<file path="src/rtl/text_overlay_ctrl_pkg.sv">
// text_overlay_ctrl_pkg: font character codes, glyph/window geometry and converter states
package text_overlay_ctrl_pkg;
    localparam logic [4:0] CH_D     = 5'd10;
    localparam logic [4:0] CH_T     = 5'd11;
    localparam logic [4:0] CH_E     = 5'd12;
    localparam logic [4:0] CH_M     = 5'd13;
    localparam logic [4:0] CH_P     = 5'd14;
    localparam logic [4:0] CH_BLANK = 5'd15;
    localparam logic [4:0] CH_A     = 5'd16;
    localparam logic [4:0] CH_U     = 5'd17;
    localparam logic [4:0] CH_C     = 5'd18;
    localparam logic [4:0] CH_L     = 5'd19;
    localparam logic [4:0] CH_S     = 5'd20;
    localparam logic [4:0] CH_R     = 5'd25;
    localparam int GLYPH_W  = 8;
    localparam int GLYPH_H  = 16;
    localparam int WIN_COLS = 16;
    localparam int WIN_ROWS = 2;
    localparam int WIN_W    = GLYPH_W * WIN_COLS;
    localparam int WIN_H    = GLYPH_H * WIN_ROWS;
    typedef enum logic [1:0] {IDLE, CONV, WR} conv_state_t;
endpackage

</file>
<file path="src/rtl/text_overlay_ctrl_if.sv">
// text_overlay_ctrl_if: system-controller side of the overlay
//   wr_en/wr_row/wr_col/wr_code : character buffer write port
//   temp_valid/temp_in/temp_ready : temperature update handshake
interface text_overlay_ctrl_if;
    logic       wr_en;
    logic       wr_row;
    logic [3:0] wr_col;
    logic [4:0] wr_code;
    logic       temp_valid;
    logic [6:0] temp_in;
    logic       temp_ready;
    modport master (output wr_en, wr_row, wr_col, wr_code, temp_valid, temp_in, input temp_ready);
    modport slave  (input wr_en, wr_row, wr_col, wr_code, temp_valid, temp_in, output temp_ready);
endinterface

</file>
<file path="src/rtl/text_overlay_ctrl_temp_bin2dig.sv">
// text_overlay_ctrl_temp_bin2dig: binary temperature to two digit codes by repeated subtraction
//   temp_valid/temp_in/temp_ready : update handshake, transfer on valid & ready
//   dig_we                        : one-cycle strobe writing tens_code/units_code
module text_overlay_ctrl_temp_bin2dig
    import text_overlay_ctrl_pkg::*;
(
    input  logic       clk,
    input  logic       rst_n,
    input  logic       temp_valid,
    input  logic [6:0] temp_in,
    output logic       temp_ready,
    output logic       dig_we,
    output logic [4:0] tens_code,
    output logic [4:0] units_code
);
    conv_state_t state, state_nx;
    logic [6:0] acc;
    logic [3:0] tens;
    always_ff @(posedge clk or negedge rst_n) begin
        if (!rst_n) begin
            state <= IDLE;
            acc   <= '0;
            tens  <= '0;
        end else begin
            state <= state_nx;
            if (state == IDLE && temp_valid) begin
                acc  <= (temp_in > 7'd99) ? 7'd99 : temp_in;
                tens <= '0;
            end else if (state == CONV && acc >= 7'd10) begin
                acc  <= acc - 7'd10;
                tens <= tens + 4'd1;
            end
        end
    end
    always_comb begin
        state_nx = state;
        state_nx = (state == IDLE) ? (temp_valid ? CONV : IDLE) :
                   (state == CONV) ? ((acc >= 7'd10) ? CONV : WR) : IDLE;
    end
    assign temp_ready = (state == IDLE);
    assign dig_we     = (state == WR);
    // leading zero of the tens digit is shown as a blank cell
    assign tens_code  = (tens == 4'd0) ? CH_BLANK : {1'b0, tens};
    assign units_code = {1'b0, acc[3:0]};
endmodule

</file>
<file path="src/rtl/text_overlay_ctrl.sv">
// text_overlay_ctrl: 2x16 character buffer and 2-stage font ROM pipeline producing a text pixel
//   pix_tick/pixel_x/pixel_y/video_on : pixel timing inputs, pipeline advances on pix_tick
//   character_select/rom_addr/rom_col : registered font ROM address, rom_bit is its pixel return
//   text_on                           : registered text pixel, 2 pix_ticks after the coordinate
//   bus                               : buffer write port and temperature handshake
module text_overlay_ctrl
    import text_overlay_ctrl_pkg::*;
#(
    parameter logic [9:0] X0       = 10'd256,
    parameter logic [9:0] Y0       = 10'd208,
    parameter logic       TEMP_ROW = 1'b1,
    parameter logic [3:0] TEMP_COL = 4'd6
)(
    input  logic                clk,
    input  logic                rst_n,
    input  logic                pix_tick,
    input  logic [9:0]          pixel_x,
    input  logic [9:0]          pixel_y,
    input  logic                video_on,
    output logic [4:0]          character_select,
    output logic [3:0]          rom_addr,
    output logic [2:0]          rom_col,
    input  logic                rom_bit,
    output logic                text_on,
    text_overlay_ctrl_if.slave  bus
);
    logic [4:0] cells [WIN_ROWS][WIN_COLS];
    logic [9:0] dx, dy;
    logic       in_win, win_d1, dig_we;
    logic [4:0] tens_code, units_code;
    // unsigned wrap makes coordinates left of / above the window fail the range test
    assign dx     = pixel_x - X0;
    assign dy     = pixel_y - Y0;
    assign in_win = (dx < 10'(WIN_W)) && (dy < 10'(WIN_H));
    text_overlay_ctrl_temp_bin2dig u_conv (
        .clk        (clk),
        .rst_n      (rst_n),
        .temp_valid (bus.temp_valid),
        .temp_in    (bus.temp_in),
        .temp_ready (bus.temp_ready),
        .dig_we     (dig_we),
        .tens_code  (tens_code),
        .units_code (units_code)
    );
    // converter writes come last so they win a same-cell collision
    always_ff @(posedge clk or negedge rst_n) begin
        if (!rst_n) begin
            for (int r = 0; r < WIN_ROWS; r++)
                for (int c = 0; c < WIN_COLS; c++)
                    cells[r][c] <= CH_BLANK;
        end else begin
            if (bus.wr_en)
                cells[bus.wr_row][bus.wr_col] <= bus.wr_code;
            if (dig_we) begin
                cells[TEMP_ROW][TEMP_COL]        <= tens_code;
                cells[TEMP_ROW][TEMP_COL + 4'd1] <= units_code;
            end
        end
    end
    always_ff @(posedge clk or negedge rst_n) begin
        if (!rst_n) begin
            character_select <= CH_BLANK;
            rom_addr         <= '0;
            rom_col          <= '0;
            win_d1           <= 1'b0;
            text_on          <= 1'b0;
        end else if (pix_tick) begin
            character_select <= in_win ? cells[dy[4]][dx[6:3]] : CH_BLANK;
            rom_addr         <= dy[3:0];
            rom_col          <= ~dx[2:0];
            win_d1           <= in_win & video_on;
            text_on          <= rom_bit & win_d1;
        end
    end
endmodule

</file>
<file path="src/flat_wrapper.sv">
// flat-port wrapper written by rule: the top's interface ports become plain ports
module text_overlay_ctrl_flat import text_overlay_ctrl_pkg::*;
#(
    parameter logic [9:0] X0       = 10'd256,
    parameter logic [9:0] Y0       = 10'd208,
    parameter logic       TEMP_ROW = 1'b1,
    parameter logic [3:0] TEMP_COL = 4'd6
)
  (clk, rst_n, pix_tick, pixel_x, pixel_y, video_on, character_select, rom_addr, rom_col, rom_bit, text_on, bus_wr_en, bus_wr_row, bus_wr_col, bus_wr_code, bus_temp_valid, bus_temp_in, bus_temp_ready);
  text_overlay_ctrl_if bus_i ();
  input  logic clk;
  input  logic rst_n;
  input  logic pix_tick;
  input  logic [9:0] pixel_x;
  input  logic [9:0] pixel_y;
  input  logic video_on;
  output logic [4:0] character_select;
  output logic [3:0] rom_addr;
  output logic [2:0] rom_col;
  input  logic rom_bit;
  output logic text_on;
  input wire logic [$bits(bus_i.wr_en)-1:0] bus_wr_en;
  input wire logic [$bits(bus_i.wr_row)-1:0] bus_wr_row;
  input wire logic [$bits(bus_i.wr_col)-1:0] bus_wr_col;
  input wire logic [$bits(bus_i.wr_code)-1:0] bus_wr_code;
  input wire logic [$bits(bus_i.temp_valid)-1:0] bus_temp_valid;
  input wire logic [$bits(bus_i.temp_in)-1:0] bus_temp_in;
  output wire logic [$bits(bus_i.temp_ready)-1:0] bus_temp_ready;
  assign bus_i.wr_en = bus_wr_en;
  assign bus_i.wr_row = bus_wr_row;
  assign bus_i.wr_col = bus_wr_col;
  assign bus_i.wr_code = bus_wr_code;
  assign bus_i.temp_valid = bus_temp_valid;
  assign bus_i.temp_in = bus_temp_in;
  assign bus_temp_ready = bus_i.temp_ready;
  text_overlay_ctrl #(.X0(X0), .Y0(Y0), .TEMP_ROW(TEMP_ROW), .TEMP_COL(TEMP_COL)) u_core (.clk(clk), .rst_n(rst_n), .pix_tick(pix_tick), .pixel_x(pixel_x), .pixel_y(pixel_y), .video_on(video_on), .character_select(character_select), .rom_addr(rom_addr), .rom_col(rom_col), .rom_bit(rom_bit), .text_on(text_on), .bus(bus_i));
endmodule
</file>
<file path="config.mk">
export PLATFORM = sky130hd
export DESIGN_NAME = text_overlay_ctrl_flat
export DESIGN_NICKNAME = d
export VERILOG_FILES = /design/src/rtl/text_overlay_ctrl_pkg.sv /design/src/rtl/text_overlay_ctrl_if.sv /design/src/rtl/text_overlay_ctrl_temp_bin2dig.sv /design/src/rtl/text_overlay_ctrl.sv /design/src/flat_wrapper.sv
export SDC_FILE = /design/constraint.sdc
export NUM_CORES = 1
export LEC_CHECK = 0
export ABC_AREA = 1
export BUFFER_PORTS_ARGS = -buffer_cell sky130_fd_sc_hd__buf_4
export CAP_MARGIN = 20
export CORE_ASPECT_RATIO = 1.2
export CORE_MARGIN = 2
export CORE_UTILIZATION = 44
export CTS_CLUSTER_DIAMETER = 30
export DETAILED_ROUTE_END_ITERATION = 12
export PLACE_DENSITY = 0.72
export SYNTH_ARGS = -nofsm -noshare
export SYNTH_HDL_FRONTEND = slang
export SYNTH_HIERARCHICAL = 1
export SYNTH_SLANG_ARGS = --single-unit
</file>
<file path="constraint.sdc">
create_clock -name clk -period 1.6 [get_ports clk]
set_input_delay 0.32 -clock clk [delete_from_list [all_inputs] [get_ports clk]]
set_output_delay 0.32 -clock clk [all_outputs]
set_load 0.05 [all_outputs]
</file>
==> results.toml <==
[synthesis]
ys_warn_count = 6
syn_avg_cell_area_um2 = 7.68
syn_area_um2 = 9510
synthTopCellsByCount = "nand2_1, o21ai_0, nand3_1, dfstp_2, inv_1"
yosysMostFrequentCell = "nand2_1"
synth_area_leaders = "dfstp_2, nand2_1, dfrtp_1"
netlist_instances = 1237
async_flop_share_pct = 100
synth_edf_count = 0
ys_seq_elements = 187
yosysSeqAreaShare_pct = 51.0
synth_flop_cell = "dfstp_2"
ys_types = 32
synth_top_area_share_pct = 36.5
yosysTopAreaCell = "dfstp_2"

[global_routing]
grt_max_degree = 48
grt_overflow = 0
grt_pass1_vias = 8037
antenna_found_initial = 0
grt_usage_pct = 22.5
grt_pass1_wl_um = 40800

[finish]
diodes = 0
final_nets = 1359
area_delta_synth_final_pct = 17.1
stdcell_count = 1594
drive_above_1_share_pct = 23.2

[power]
leakagePower_nw = 5.17
ir_drop_mv = 1.22
power.total_mw = 14.8
power_density_nw_per_um2 = 1330

[critical_path]
crit_path_end_kind = "output port"
path_cells = "buf_4"
worst-r2r-cell-count = 11
cp-start-kind = "flip-flop"
regToRegSetupSlack_ps = 120
rr_startpoint = "u_core/u_conv/acc[2]$_DFFE_PN0P_"
criticalPathCategory = "reg -> out"
crit_end = "character_select[0]"
cp_num_cells = 1
critPathRequiredTime_ps = 1280
max_stage_delay_ps = 570
path_max_fanout = 2
cp_top_family = "flip-flops"
worstPathArrival_ps = 1220
startpoint = "u_core/character_select[0]$_DFFE_PN1P_"
timing.rr.end = "u_core/u_conv/acc[3]$_DFFE_PN0P_"
crit_buf_inv = 1
cp_slowest_cell = "dfstp_2"

[timing]
finalMaxSlewViolations = 0
period_needed_ps = 1540
setup_tns_ps = 0
final_hold_viol_count = 0
rsz0062_at_grt = "false"
period_share_pct = 96.5
timing.fmax_mhz = 648
skew_ps = 7.33
setup_viol = 0

[placed_design]
portBuffers = 57
dp_hpwl_um = 17000
place.gp.congestion = 0.896
placed_cells = 1558

[cts]
clk_latency_ps = 440
numCtsBuffers = 17
clk_path_buf_depth = 2
cts.sinks = 187
clkTransAtPathRegs_ps = 70
cts_tree = "yes"
htreeDepth = 4
cts_root_buffer = "clkbuf_16"

[min_path]
hold_path_class = "in -> reg"

[route]
routed_via_density = 5.21
drtIter0Drc = 666
wire_per_inst_um = 15.6
ant_nets = 0
drt-total-wl_um = 24900
post-route-drc-count = 0
dr.pass1.iters = 6
vias = 8305

[job]
maxCapViolCount = 0

[floorplanning]
core_um2 = 21100
fp.dieW_um = 138
die_h_um = 165
initial_core_util_pct = 45.0
dieArea_um2 = 22800
floorplan.rows = 58
io_pins = 58

[outcome]
outcome = "complete, no violations"
==> cells by family after synthesis <==
logic type                 count (synthesis)  share of synthesized area [%]
xor gates and xnor gates                   2                          0.184
DFF                                      187                           51.0
adders and majority gates                  4                          0.527
other                                      1                         0.0395
buffers and inverters                    172                           8.20
AOI/OAI and AO/OA                        185                           10.3
and+or+nand+nor                          686                           29.8
==> final cells by class <==
class | instances | area, um^2
Fill cell | 1995 | 9990
Sequential cell | 187 | 4840
Multi-Input combinational cell | 879 | 3910
Timing Repair Buffer | 114 | 1030
Clock buffer | 20 | 467
Inverter | 112 | 423
Tap cell | 270 | 338
Clock inverter | 12 | 124
==> report_power, final <==
| part | leakage (nW) | internal [mW] | switching, mW |
|---|---|---|---|
| registers | 2.08 | 6.21 | 0.584 |
| logic | 2.80 | 1.47 | 2.28 |
| clock network | 0.284 | 2.31 | 1.94 |
| total | 5.17 | 9.99 | 4.80 |
==> per-stage QoR <==
| step | worst slack (ps) | util, % | hold WS (ps) | instance area, um^2 |
|---|---|---|---|---|
| global placement | -33.3 | 49.7 | 243 | 10500 |
| detailed placement | -37.3 | 49.7 | 253 | 10500 |
| finish | 56.2 | 52.7 | 59.0 | 11100 |
| floorplan | -27.4 | - | 24.4 | 9530 |
| global route | 2.86 | 52.7 | 52.6 | 11100 |
| CTS | 39.2 | 52.6 | 47.4 | 11100 |
==> routing by layer <==
| metal | share of wire, % | track usage (%) | vias up | wire [um] |
|---|---|---|---|---|
| met5 | 0 | 0 | - | 0 |
| met4 | 3.2 | 10.1 | 0 | 790 |
| met3 | 5.2 | 3.83 | 53 | 1300 |
| met2 | 50 | 39.5 | 245 | 12400 |
| met1 | 42 | 27.2 | 3938 | 10400 |
| li1 | - | - | 4069 | - |
==> state kept, by name, summed over array words and instances, names as in the netlist <==
signal	count
u_core/u_conv/tens	4
u_core/cells	160
u_core/text_on	1
u_core/rom_col	3
u_core/u_conv/state	2
u_core/rom_addr	4
u_core/u_conv/acc	7
u_core/win_d1	1
u_core/character_select	5
==> timing repair <==
action,in CTS,in global routing
buffers inserted,0,3
endpoints found under the setup margin,0,10
hold buffers,1,0
hold endpoints to repair,11,0
gates resized for setup,0,3
==> placed cells by master (no fill, tap or decap), drive strengths merged <==
cell type / count
nor2: 44
a22oi: 1
or2: 7
bufinv: 1
a22o: 1
nand3: 150
buf: 113
inv: 117
nand2: 482
nand4: 1
clkinvlp: 3
dfrtp: 55
o21ai: 166
clkinv: 3
xor2: 2
clkbuf: 20
o211ai: 10
a21oi: 7
ha: 4
dfstp: 132
nand3b: 2
dlygate4sd3: 1
conb: 2
==> worst min path at each step <==
stage / startpoint / end / slack, ps / cells after the start
CTS: pixel_x[0] / u_core/rom_col[0]$_DFFE_PN0P_ / 50 / 2
global route: pixel_x[0] / u_core/rom_col[0]$_DFFE_PN0P_ / 50 / 2
finish: pixel_x[0] / u_core/rom_col[0]$_DFFE_PN0P_ / 60 / 2
floorplan: rst_n / u_core/cells[104]$_DFFE_PN0P_ / 20 / 0
detailed placement: rst_n / u_core/u_conv/acc[4]$_DFFE_PN0P_ / 250 / 1
global placement: rst_n / u_core/u_conv/acc[4]$_DFFE_PN0P_ / 240 / 1
(Power assumes the default switching activity.)
